File: src/rtl/mutex_scoreboard.sv
// -----------------------------------------------------------------------------
// mutex_scoreboard
//
// Owns the register/resource mutex vectors of the instructions in the
// pipeline's execute and write slots. The read-stage dependency checker
// consumes these vectors. A vector is captured when the read stage hands an
// instruction to execute. It moves to the write slot when execute advances,
// and it is cleared on retire or on flush. A stall watchdog flags read-stage
// dependency stalls that last too long.
//
// Mutex vector layout: [10] active, [9] memory, [8] eflags,
// [7:0] EDI,ESI,EBP,ESP,EBX,EDX,ECX,EAX.
//
// Ports:
//   clk            in   sole clock, rising edge
//   rst            in   asynchronous active-high reset
//   flush          in   kill the execute slot (exception/branch)
//   rd_accept      in   read stage hands an instruction to execute
//   rd_mutex_next  in   [10:0] mutex vector of that instruction
//   exe_ready      in   execute-slot instruction moves to write
//   wr_finished    in   write-slot instruction retires
//   rd_stall       in   read stage held on a mutex dependency
//   exe_mutex      out  [10:0] execute-slot vector, 0 when empty
//   wr_mutex       out  [10:0] write-slot vector, 0 when empty
//   mutex_current  out  [10:0] exe_mutex | wr_mutex (registers only)
//   stall_count    out  [15:0] consecutive rd_stall cycles, saturating
//   watchdog_fire  out  one-cycle pulse when stall_count reaches the bound
//   protocol_error out  sticky handshake-violation flag
// -----------------------------------------------------------------------------
module mutex_scoreboard #(
  parameter int unsigned WATCHDOG_CYCLES = 1023  // legal range 1..65535
) (
  input  logic        clk,
  input  logic        rst,
  input  logic        flush,
  input  logic        rd_accept,
  input  logic [10:0] rd_mutex_next,
  input  logic        exe_ready,
  input  logic        wr_finished,
  input  logic        rd_stall,
  output logic [10:0] exe_mutex,
  output logic [10:0] wr_mutex,
  output logic [10:0] mutex_current,
  output logic [15:0] stall_count,
  output logic        watchdog_fire,
  output logic        protocol_error
);

  localparam logic [15:0] WD_LIMIT = 16'(WATCHDOG_CYCLES);

  logic        exe_valid;
  logic        wr_valid;
  logic        wr_retire;
  logic        wr_can_accept;
  logic        exe_advance;
  logic        exe_can_accept;
  logic        error_now;
  logic [10:0] exe_next;
  logic [10:0] wr_next;
  logic [15:0] stall_next;

  assign exe_valid      = exe_mutex[10];
  assign wr_valid       = wr_mutex[10];
  assign wr_retire      = wr_finished & wr_valid;
  assign wr_can_accept  = ~wr_valid | wr_retire;
  assign exe_advance    = exe_ready & exe_valid & wr_can_accept;
  assign exe_can_accept = ~exe_valid | exe_advance;

  // Built only from the slot registers. The dependency checker therefore
  // never sees a combinational path from this cycle's handshakes.
  assign mutex_current = exe_mutex | wr_mutex;

  // NOTE: every variable assigned in this always_comb gets a default first.
  // A path that leaves one unassigned infers a latch.
  always_comb begin
    wr_next    = wr_mutex;
    exe_next   = exe_mutex;
    stall_next = 16'h0000;

    // The write slot holds a committed instruction. Flush never touches it.
    if (exe_advance)    wr_next = exe_mutex;
    else if (wr_retire) wr_next = 11'h000;

    // Flush also drops a same-cycle accept. An advance in that same cycle
    // has already moved the old instruction into the write slot above.
    if (flush)                             exe_next = 11'h000;
    else if (rd_accept && exe_can_accept)  exe_next = rd_mutex_next | 11'h400;
    else if (exe_advance)                  exe_next = 11'h000;

    if (rd_stall && !flush) begin
      stall_next = (stall_count == 16'hFFFF) ? stall_count : stall_count + 16'd1;
    end
  end

  // An illegal handshake only raises the flag. The slot logic above already
  // ignores the offending request, so state stays consistent.
  assign error_now = (rd_accept & ~exe_can_accept & ~flush)
                   | (exe_ready & exe_valid & ~wr_can_accept)
                   | (wr_finished & ~wr_valid);

  // NOTE: sequential state uses non-blocking assignments only. Every register
  // then samples values from before the edge, whatever the statement order.
  always_ff @(posedge clk or posedge rst) begin
    if (rst) begin
      exe_mutex      <= 11'h000;
      wr_mutex       <= 11'h000;
      stall_count    <= 16'h0000;
      watchdog_fire  <= 1'b0;
      protocol_error <= 1'b0;
    end else begin
      exe_mutex      <= exe_next;
      wr_mutex       <= wr_next;
      stall_count    <= stall_next;
      // Fire only on the edge where the count first lands on the bound. A
      // count saturated at the bound does not re-fire until it is cleared.
      watchdog_fire  <= (stall_next == WD_LIMIT) && (stall_count != WD_LIMIT);
      protocol_error <= protocol_error | error_now;
    end
  end

endmodule

File: config.mk
export PLATFORM = sky130hd
export DESIGN_NAME = mutex_scoreboard
export DESIGN_NICKNAME = d
export VERILOG_FILES = /design/src/rtl/mutex_scoreboard.sv
export SDC_FILE = /design/constraint.sdc
export NUM_CORES = 1
export LEC_CHECK = 0
export BUFFER_PORTS_ARGS = -buffer_cell sky130_fd_sc_hd__clkbuf_2
export CORE_AREA = 2 2 74 76
export DETAILED_ROUTE_END_ITERATION = 8
export DIE_AREA = 0 0 76 78
export PLACE_DENSITY = 0.73
export SYNTH_ARGS = -nofsm -noshare
export SYNTH_HDL_FRONTEND = slang
export SYNTH_SLANG_ARGS = --single-unit
File: constraint.sdc
create_clock -name clk -period 2.64 [get_ports clk]
set_clock_uncertainty 0.15 [all_clocks]
set_input_delay 0.264 -clock clk [delete_from_list [all_inputs] [get_ports clk]]
set_output_delay 0.264 -clock clk [all_outputs]
set_load 0.02 [all_outputs]
; Yosys cells after proc, flatten, opt, wreduce, memory -nomap -nowiden
; Index checks and enable logic that the tools add are counted.
[op_classes]
div_mod_pow = 0
magnitude_cmp = 0
n_addsub = 1
n_mux = 7
reduce_logical = 6
shifts = 0
eq_ne = 3
bitwise = 18
multipliers = 0
[op_table]
columns = operator, count
row1 = 11-bit two-way mux, 5
row2 = 16-bit two-way mux, 2
row3 = 16-bit by 1-bit adder with 16-bit output (second input constant), 1
row4 = 16-bit by 10-bit == test with 1-bit output (second input constant), 1
row5 = 16-bit == test (second input constant), 1
row6 = 16-bit by 10-bit inequality test with 1-bit output (second input constant), 1
row7 = 11-bit OR, 1
row8 = 1-bit AND, 7
row9 = 1-bit NOT, 5
row10 = 1-bit OR, 5
row11 = 1-bit logical AND, 3
row12 = 3-bit nonzero test, 1
row13 = 2-bit nonzero test, 1
row14 = 1-bit logical NOT, 1
[totals]
memories = 0
ram_bits = 0
input_bits = 18
output_inout_bits = 51
romBits = 0
latch_bits = 0
elab_cells = 40
register_bits = 40

; Logic depth before layout (Yosys ltp)
[depth]
word_depth = 10
mapped_depth = 8
mapped_depth_nobuf = 7

; Worst setup path after synthesis
; OpenSTA, ideal clock, no wires.
[synth_timing]
kind = register -> register
from = register stall_count[0]
to = register watchdog_fire
setup_ns = 0.096
path_stages_with_launch = 9
n_path_buf = 1
t_arrival_ns = 2.418
path_slack_ns = -0.024
t_required_ns = 2.394
path_cell_list = dfrtp_1 > ha_1 > nand4_1 > or4_4 > buf_6 > nand2_4 > a31oi_1 > or4b_1 > nor4_2
[synth_between]
elab_chain_len = 5
elab_cells_between_ends = 7
cone_classes = add/sub: 1 / eq/ne: 3 / mux: 2 / reduce/logical: 1
[synth_rtl]
columns = element, line_no
row1 = from (decl), 44  ; output logic [15:0] stall_count,
row2 = from (signal assigned), 113  ; stall_count <= stall_next;
row3 = 16-bit by 1-bit adder with 16-bit output / 16-bit == test (equally long branches), 91  ; stall_next = (stall_count == 16'hFFFF) ? stall_count : stall_count + 16'd1;
row4 = 16-bit two-way mux, 91
row5 = 16-bit two-way mux, 90  ; if (rd_stall && !flush) begin
row6 = 16-bit by 10-bit == test with 1-bit output, 116  ; watchdog_fire <= (stall_next == WD_LIMIT) && (stall_count != WD_LIMIT);
row7 = 1-bit logical AND (*), 116
row8 = to (signal assigned), 116
row9 = to (decl), 45  ; output logic watchdog_fire,
; Mark *: on every way between the ends. The rest lies on a longest branch, timed or not.
; A chain may end at the register's enable or synchronous reset.

; Worst setup path after layout
[layout_timing]
from = register stall_count[7]
to = register watchdog_fire
; Same word-level chain as after synthesis.

==> flow_summary.json <==
{
  "status": "completed",
  "synth_cell_types": 43,
  "min_path_cells": 2,
  "async_reset_ff_frac": 1.000,
  "gp_congestion": 0.9013,
  "power.density_nw_per_um2": 496.0,
  "clkTransAtPathRegs_ns": 0.08,
  "clk_latency_ns": 0.29,
  "clk_path_buf_depth": 2,
  "vias_per_cell": 5.189,
  "ff2ff_setup_slack_ns": 0.16,
  "coreArea_sq_um": 5042,
  "seq_area_frac_synth": 0.5022,
  "synth-edff-count": 0,
  "crit_chain": "inv_1, nor4_2, a21oi_1, or4b_2, nor4_2",
  "wl_per_cell_microns": 14.11,
  "p_leak_nw": 1.303,
  "path_buf_inv": 1,
  "rsz0062_at_grt": "no",
  "fin_tns_setup_ns": 0,
  "setup_slack_ns": 0.1564,
  "synth_area_leaders": "dfrtp_1 (50%), a22o_1 (8.8%), or2_2 (3.5%)",
  "wirelength_mm": 4.924,
  "r2r-start": "stall_count[7]",
  "dieWidth_microns": 76,
  "grt_pass1_wl_mm": 7.983,
  "criticalPathCategory": "flip-flop to flip-flop",
  "layout-drive-gt1-share": 0.4122,
  "min_from": "rd_mutex_next[5]",
  "rows": 26,
  "rr_worst_depth": 5,
  "timing.final.crit_share": 0.9407,
  "start_util": 0.3953,
  "r2r_end": "watchdog_fire",
  "syn_nets": 209,
  "drc": 0,
  "cts_tree": "done",
  "drt_iter0_markers": 168,
  "peakVddDrop_uv": 366.3,
  "track_usage": 0.1662,
  "num-nets-final": 297,
  "synth.top_cell.area_share": 0.5022,
  "area.growth.synth_to_final_pct": 32.20,
  "crit_path_start_kind": "flip-flop",
  "worst_pin_slew_ns": 1.083,
  "max_slew_margin": 0.2724,
  "io_pins": 69,
  "critPathRequiredTime_ns": 2.69,
  "critical-path-top-delay-family": "simple AND/OR/NAND/NOR gates",
  "synth_ff_type": "dfrtp_1",
  "root_buffer": "clkbuf_8",
  "grt_pass1_vias": 1711,
  "drt_first_pass_iters": 4,
  "holdCritPathClass": "input port to flip-flop",
  "drtAntennaViolNets": 0,
  "grt_overflow": 0,
  "avgSynthCellArea_sq_um": 10.49,
  "crit_slowest_cell": "or4b_2",
  "htreeDepth": 2,
  "die_h_microns": 78,
  "num_vias": 1811,
  "antennaDiodeCount": 0,
  "numCtsBuffers": 5,
  "antenna_found_initial": 0,
  "synthCells": 190,
  "hpwl_mm": 3.709,
  "synth_area_leader_cell": "dfrtp_1",
  "syn_area_sq_um": 1993,
  "crit_top_cell": "nor4_2",
  "min_period_ns": 2.484,
  "hold_ws_ns": 0.03177,
  "hold_viol": 0,
  "grt_max_degree": 24,
  "endpoint_kind": "flip-flop",
  "die_area_sq_um": 5928,
  "clkSinkCount": 40,
  "ys_warn_count": 0,
  "min_to": "exe_mutex[5]",
  "max_freq_ghz": 0.4026,
  "slew_violations": 0,
  "setup_violations": 0,
  "worstPathMaxFanout": 6,
  "cap_violations": 0,
  "io_buffers": 67,
  "synth_seq_cells": 40,
  "cp_slowest_stage_delay_ns": 0.70,
  "utilization": 0.5226,
  "critPathArrivalTime_ns": 2.53,
  "dp_worst_setup_slack_ns": 0.1214
}
## what timing repair did
item / CTS / global route
hold endpoints to repair: 17 / 0
setup endpoints to repair: 0 / 1
setup buffers: 0 / 1
gates resized for setup: 0 / 1
hold buffers: 1 / 0
## registers in the layout, summed over array words and instances, names as in the netlist
register and count:
stall_count 16, watchdog_fire 1, protocol_error 1, wr_mutex 11, exe_mutex 11
## cell usage in the layout (no fill, tap or decap), types with 4 or more instances in the layout
cell type | Yosys | layout
a21oi_1 | 10 | 10
a22o_1 | 20 | 20
buf_4 | 1 | 19
clkbuf_2 | 0 | 67
clkbuf_8 | 0 | 6
dfrtp_1 | 40 | 38
inv_1 | 5 | 5
nand2_1 | 10 | 10
nand3_1 | 6 | 6
nor2_1 | 18 | 18
nor3_1 | 5 | 5
o21ai_0 | 4 | 4
or2_2 | 11 | 11
xor2_1 | 5 | 5
## routing by layer
metal,vias to the layer above,wire [microns],track usage
met5,-,0,0
met4,0,64,0.05818
met3,6,370,0.04302
met2,83,2287,0.2705
met1,849,2202,0.2158
li1,873,-,-
## cells by family after synthesis
kind of cell | share of synthesized area
AO/OA/AOI/OAI | 0.1682
XOR/XNOR | 0.03516
adder cells (fa/ha/maj) | 0.006276
buffers and inverters | 0.02762
flip-flops | 0.5022
multiplexers | 0.01507
AND/OR/NAND/NOR | 0.2455
## metrics by stage
stage,instances,power [mW],cell area [sq um]
floorplan,190,0.7982,1998
global placement,339,0.8782,2517
detailed placement,339,0.8816,2517
CTS,348,1.317,2625
global route,349,1.366,2635
finish,349,1.307,2635
## cell type report
type,instances,area (sq um)
clock inverters,2,15.01
fillers,464,2407
clock buffers,6,82.58
multi-input cells,139,939.7
flip-flops and latches,40,1003
inverters,5,18.77
well taps,70,87.58
repair buffers,87,488.0
## cells in the mapped netlist, types with 2 or more instances
cell,n
a31oi_1,3
nor4_1,3
nand2b_1,3
a22o_1,20
and4_1,2
nor3_1,5
xor2_1,5
or2_2,11
nor3b_1,2
nand2_1,10
and3_1,2
inv_1,5
o21ai_0,4
o21a_1,3
nor2_1,18
xnor2_1,3
dfrtp_1,40
nor4_2,2
mux2i_1,3
nand3_1,6
clkbuf_1,2
nand4_1,3
buf_2,2
o211ai_1,2
nor2b_1,3
a21oi_1,10
or4b_1,2
## power by group
group	leakage (nW)	switching, mW	internal, mW
combinational	0.721	0.127	0.0815
sequential	0.539	0.0245	0.637
clock	0.0434	0.226	0.212
total	1.30	0.377	0.930
## worst max-delay path by stage
stage | cells past startpoint | slack (ns) | to | start
after detailed placement | 7 | 0.12 | watchdog_fire | stall_count[1]
final | 5 | 0.16 | watchdog_fire | stall_count[7]
after global routing | 7 | 0.01 | watchdog_fire | stall_count[0]
after floorplan | 8 | 0.01 | watchdog_fire | stall_count[5]
after CTS | 7 | 0.1 | watchdog_fire | stall_count[1]
after global placement | 7 | 0.17 | watchdog_fire | stall_count[0]
No activity file was read; power rests on OpenSTA's default activity.
